<file path="config.mk">
export PLATFORM = sky130hd
export DESIGN_NAME = game_sequencer
export DESIGN_NICKNAME = d
export VERILOG_FILES = /design/src/rtl/game_sequencer.sv
export SDC_FILE = /design/constraint.sdc
export NUM_CORES = 1
export LEC_CHECK = 0
export ABC_AREA = 1
export CAP_MARGIN = 0
export CORE_ASPECT_RATIO = 1.2
export CORE_MARGIN = 5
export CORE_UTILIZATION = 40
export CTS_BUF_LIST = sky130_fd_sc_hd__clkbuf_4 sky130_fd_sc_hd__clkbuf_8
export DETAILED_ROUTE_END_ITERATION = 10
export PLACE_DENSITY = 0.75
export SYNTH_ARGS = -nofsm -noshare
export SYNTH_HDL_FRONTEND = slang
export SYNTH_SLANG_ARGS = --single-unit
export TNS_END_PERCENT = 50
</file>
<file path="constraint.sdc">
create_clock -name clk -period 3.5 [get_ports clk]
set_input_delay 0.525 -clock clk [delete_from_list [all_inputs] [get_ports clk]]
set_output_delay 0.525 -clock clk [all_outputs]
set_load 0.05 [all_outputs]
</file>
<file path="src/rtl/game_sequencer.sv">
// Game controller: button sync, frame tick, collision latch, PLAY/DEAD/OVER FSM, score and lives.
// Optional GAME_HISCORE_EN adds a hi_score register that is updated on each game over.
module game_sequencer #(
  parameter int unsigned FRAME_Y      = 480,
  parameter int unsigned SCORE_FRAMES = 60,
  parameter int unsigned DEAD_FRAMES  = 120,
  parameter int unsigned LIVES        = 3
) (
  input  logic        clk,
  input  logic        reset,
  input  logic        button,
  input  logic [15:0] x,
  input  logic [15:0] y,
  input  logic        player_on,
  input  logic        enemy_on,
  output logic [1:0]  game_state,
  output logic [3:0]  p1_score,
  output logic [2:0]  lives,
  output logic        player_dead,
  output logic        enemy_rst,
  output logic        led
`ifdef GAME_HISCORE_EN
  ,
  output logic [3:0]  hi_score
`endif
);

  localparam int unsigned FW = (SCORE_FRAMES > 1) ? $clog2(SCORE_FRAMES) : 1;
  localparam int unsigned DW = (DEAD_FRAMES > 1) ? $clog2(DEAD_FRAMES) : 1;
  localparam logic [FW-1:0] ScoreLast = FW'(SCORE_FRAMES - 1);
  localparam logic [DW-1:0] DeadLast  = DW'(DEAD_FRAMES - 1);

  typedef enum logic [1:0] {
    StIdle = 2'b00,
    StPlay = 2'b01,
    StDead = 2'b10,
    StOver = 2'b11
  } state_e;

  state_e          state_q;
  logic [FW-1:0]   frame_cnt;
  logic [DW-1:0]   dead_cnt;
  logic            btn_meta, btn_sync, btn_q;
  logic            cond, cond_q, frame_tick, start_p;
  logic            hit_q;

  assign cond       = (x == 16'd0) && (y == 16'(FRAME_Y));
  assign frame_tick = cond & ~cond_q;
  assign start_p    = btn_sync & ~btn_q;
  assign game_state = state_q;

  always_ff @(posedge clk or posedge reset) begin
    if (reset) begin
      btn_meta <= 1'b0;
      btn_sync <= 1'b0;
      btn_q    <= 1'b0;
      cond_q   <= 1'b0;
      hit_q    <= 1'b0;
    end else begin
      btn_meta <= button;
      btn_sync <= btn_meta;
      btn_q    <= btn_sync;
      cond_q   <= cond;
      // Clearing wins over a same-cycle overlap; PLAY is only left on a tick.
      if (state_q != StPlay || frame_tick) begin
        hit_q <= 1'b0;
      end else if (player_on && enemy_on) begin
        hit_q <= 1'b1;
      end
    end
  end

  always_ff @(posedge clk or posedge reset) begin
    if (reset) begin
      state_q     <= StIdle;
      p1_score    <= 4'd0;
      lives       <= 3'd0;
      frame_cnt   <= '0;
      dead_cnt    <= '0;
      player_dead <= 1'b0;
      enemy_rst   <= 1'b0;
      led         <= 1'b0;
`ifdef GAME_HISCORE_EN
      hi_score    <= 4'd0;
`endif
    end else begin
      enemy_rst <= 1'b0;
      case (state_q)
        StIdle: begin
          if (start_p) begin
            state_q   <= StPlay;
            lives     <= 3'(LIVES);
            p1_score  <= 4'd0;
            frame_cnt <= '0;
            enemy_rst <= 1'b1;
          end
        end
        StPlay: begin
          if (frame_tick) begin
            if (hit_q) begin
              state_q     <= StDead;
              lives       <= lives - 3'd1;
              dead_cnt    <= '0;
              frame_cnt   <= '0;
              player_dead <= 1'b1;
            end else if (frame_cnt == ScoreLast) begin
              frame_cnt <= '0;
              if (p1_score != 4'hf) p1_score <= p1_score + 4'd1;
            end else begin
              frame_cnt <= frame_cnt + FW'(1);
            end
          end
        end
        StDead: begin
          if (frame_tick) begin
            if (dead_cnt == DeadLast) begin
              player_dead <= 1'b0;
              dead_cnt    <= '0;
              if (lives == 3'd0) begin
                state_q <= StOver;
                led     <= 1'b1;
`ifdef GAME_HISCORE_EN
                if (p1_score > hi_score) hi_score <= p1_score;
`endif
              end else begin
                state_q   <= StPlay;
                enemy_rst <= 1'b1;
                frame_cnt <= '0;
              end
            end else begin
              dead_cnt <= dead_cnt + DW'(1);
            end
          end
        end
        StOver: begin
          if (start_p) begin
            state_q <= StIdle;
            led     <= 1'b0;
          end
        end
        default: state_q <= StIdle;
      endcase
    end
  end

endmodule

</file>
==> key figures <==
Yosys
  • Area share of the largest cell type after synthesis: 36.6%
  • Compound-cell area share of the yosys netlist: 7.37%
  • Synth Register Bits: 30
  • Cell count after synthesis: 288
  • Seq/Total Area, Yosys: 36.6%
  • Syn Std Cell Area: 2050 um^2
  • Mux share of post-synthesis cell area: 0%
  • Synth Area in XOR/XNOR: 3.41%
  • Syn_nets: 330
  • Syn_area_per_cell: 7.13 um^2
  • Main combinational cell family by area after synthesis: simple AND/OR/NAND/NOR gates
  • Adder-cell area share of the yosys netlist: 3.05%
  • Synth cell types: 30
  • Largest area contributor in the synthesized netlist: dfrtp_1
  • Simple-gate share of the synthesized area: 38.5%
  • Main area contributors after synthesis: dfrtp_1 37%, nand2_1 16%, inv_1 8.2%, nor2_1 7.3%, nand3_1 3.9%
  • Synth Warn #: 0

Timing
  • Fin Hold WS: 0.353 ns
  • Slew headroom: 52.5%
  • Layout Skew: 0.00904 ns
  • Min Tclk post-route: 2.28 ns
  • Period utilization: 65.0%
  • Worst slew pin tran: 0.707 ns
  • Final max-slew violation count: 0
  • Fin. Hold Viols: 0
  • PnR worst setup slack: 1.22 ns
  • Max Clk Rate: 440 MHz
  • RSZ-0062 raised after global routing: no
  • Setup-failing EPs final: 0
  • Setup TNS: 0 ns

Global route
  • Global Route Usage Sum: 14.8%
  • M3 GR Usage: 3.52%
  • GR Util met1: 16.9%
  • Vias in the first global route: 1833
  • Initial antenna violation count: 0
  • Gr busiest metal: met2
  • First-pass GRT wire length: 7690 um
  • GR Overflow Total: 0
  • Pin count of the biggest net entering global routing: 31
  • GR Layer Usage met2: 25.8%

Placement
  • Placer Congestion: 0.904
  • Detailed Place HPWL: 3720 um
  • Pre-CTS WS: 1.23 ns
  • Number of port buffers: 48
  • Placed Cells: 395

Clocking
  • CTS Buffer Depth: 2
  • Clk sinks: 30
  • Setup Fix Bufs, Post-CTS: 0
  • Clock Tree Root: clkbuf_8
  • Clk_lat worst skew: 0.28 ns
  • CTS tree: yes
  • TritonCTS buffer count: 5
  • Clock transition at the registers of the reported paths: 0.06 ns
  • H-Tree Depth: 2
  • Post_cts resized: 0
  • Number of hold buffers added after CTS: 0

Layout
  • Final layout net count: 384
  • Commonest non-fill, non-tap cell in the layout: nand2_1
  • N_diodes: 0
  • Share of cells above drive strength 1: 8.75%
  • Fillers: 491
  • Area delta synth->final: 30.5%
  • Final Instance Count excl. Fillers: 403
  • Most frequent cells in the layout: 86 x nand2_1, 48 x clkdlybuf4s50_1, 45 x inv_1

Floorplanning
  • Top Ports: 49
  • Die X: 75.4 um
  • Core Area: 4970 um^2
  • Starting density of the core: 41.3%
  • Die Y: 88.5 um
  • Num rows: 28
  • Die ar.: 6670 um^2

Worst setup path
  • Critical Path RT: 2.97 ns
  • Reg-to-reg slack, setup: 1.76 ns
  • Crit path DAT: 1.75 ns
  • Critical path class: reg2out
  • Worst setup SP type: register
  • Crit-path cells: clkdlybuf4s50_1
  • Critical-path top delay cell: clkdlybuf4s50_1
  • Crit. End Element: output pin
  • Buffer and inverter count on the worst path: 1
  • Slowest stage delay, CP: 0.89 ns
  • Largest delay share family, worst path: buffers and inverters
  • Worst Path Max Fanout: 8

Drt
  • DRC: 0
  • Detail Route Antenna Nets: 0
  • Drt pass-1 iters: 4
  • Routed wire per std cell: 11.6 um
  • Routed via count: 1950
  • WL final: 4690 um
  • Vias/cell: 4.84
  • Initial DRC count: 56

Run
  • Maxcap violations: 0

Outcome
  • Status: complete, no violations

Pwr
  • Cell Pwr Density: 567 nW/um^2
  • Switch Pwr: 701 uW
  • Worst vdd ir: 705 uV
  • Combinational power share: 49.5%
  • Clock share of power: 19.2%
  • Pleak: 0.00133 uW
  • Sequential power share: 31.3%
  • Internal: 819 uW
  • Switch share: 46.1%

Hold path
  • HP Class: reg2reg
[metrics by stage]
stage                     util (%)  instance area (um^2)  total power (uW)
after floorplan                  -                  2050              1060
after global placement        52.0                  2580              1220
after detailed placement      52.0                  2580              1230
after global routing          53.9                  2680              1630
final                         53.9                  2680              1520
after CTS                     53.9                  2680              1540
[final cells by class]
cell class	instances	area [um^2]	area share [%]
clock buffers	7	90.1	3.36
clock inverters	1	5.00	0.187
inverters	51	196	7.33
multi-input cells	205	1070	40.1
flip-flops and latches	30	751	28.0
well taps	60	75.1	2.80
repair buffers	49	488	18.2
[synthesized netlist by cell type (all sizes together)]
| cell | n |
|---|---|
| dfrtp | 30 |
| nand4 | 11 |
| nor2 | 45 |
| xor2 | 6 |
| a41oi | 1 |
| a21oi | 7 |
| nand3b | 3 |
| nand2 | 91 |
| inv | 51 |
| ha | 5 |
| buf | 2 |
| o2111ai | 4 |
| nand3 | 18 |
| nor3 | 3 |
| o21ai | 6 |
| xnor2 | 2 |
| a22o | 1 |
| o21bai | 2 |
[per-layer routing]
metal  share of wire (%)  vias to the layer above
li1                    -                     1009
met1                  41                      882
met2                  50                       51
met3                 7.1                        8
met4                 1.9                        0
met5                   0                        -
[power groups by stage]
stage	registers [uW]	logic [uW]	clock network (uW)
6_report	476	752	292
5_1_grt	485	833	316
4_1_cts	476	758	305
3_5_place_dp	483	752	0
3_3_place_gp	480	743	0
2_1_floorplan	588	473	0
[sequential cells by signal, summed over array words and instances (netlist names), 2 cells and up]
signal,count
dead_cnt,7
lives,3
game_state,2
p1_score,4
frame_cnt,6
[worst register-to-register path: stages, from the launching register on]
cell and delay [ns]:
dfrtp_1 0.38, inv_1 0.06, ha_1 0.19, ha_1 0.20, o21ai_0 0.20, nand2_1 0.13
a21oi_4 0.22, nand2_2 0.13, nand2_1 0.09, nand2_1 0.05
[kinds of logic (layout without fill, tap and decap cells)]
family | Yosys count | after routing
simple gates | 171 | 171
buf+inv | 53 | 108
flops | 30 | 30
compound gates | 21 | 21
xor+xnor | 8 | 8
fa+ha+maj | 5 | 5
[final timing paths]
kind	to	from	depth (start not counted)
worst max register to register	frame_cnt[4]$_DFFE_PP0P_	lives[0]$_DFFE_PP0P_	9
worst max-delay path	game_state[0]	game_state[0]$_DFFE_PP0P_	1
worst min register to register	btn_sync$_DFF_PP0_	btn_meta$_DFF_PP0_	0
worst min-delay path	btn_sync$_DFF_PP0_	btn_meta$_DFF_PP0_	0
min in group asynchronous	game_state[1]$_DFFE_PP0P_	reset	3
max in group asynchronous	p1_score[3]$_DFFE_PP0P_	reset	3
Note: power is estimated with default switching activity, not from simulation.
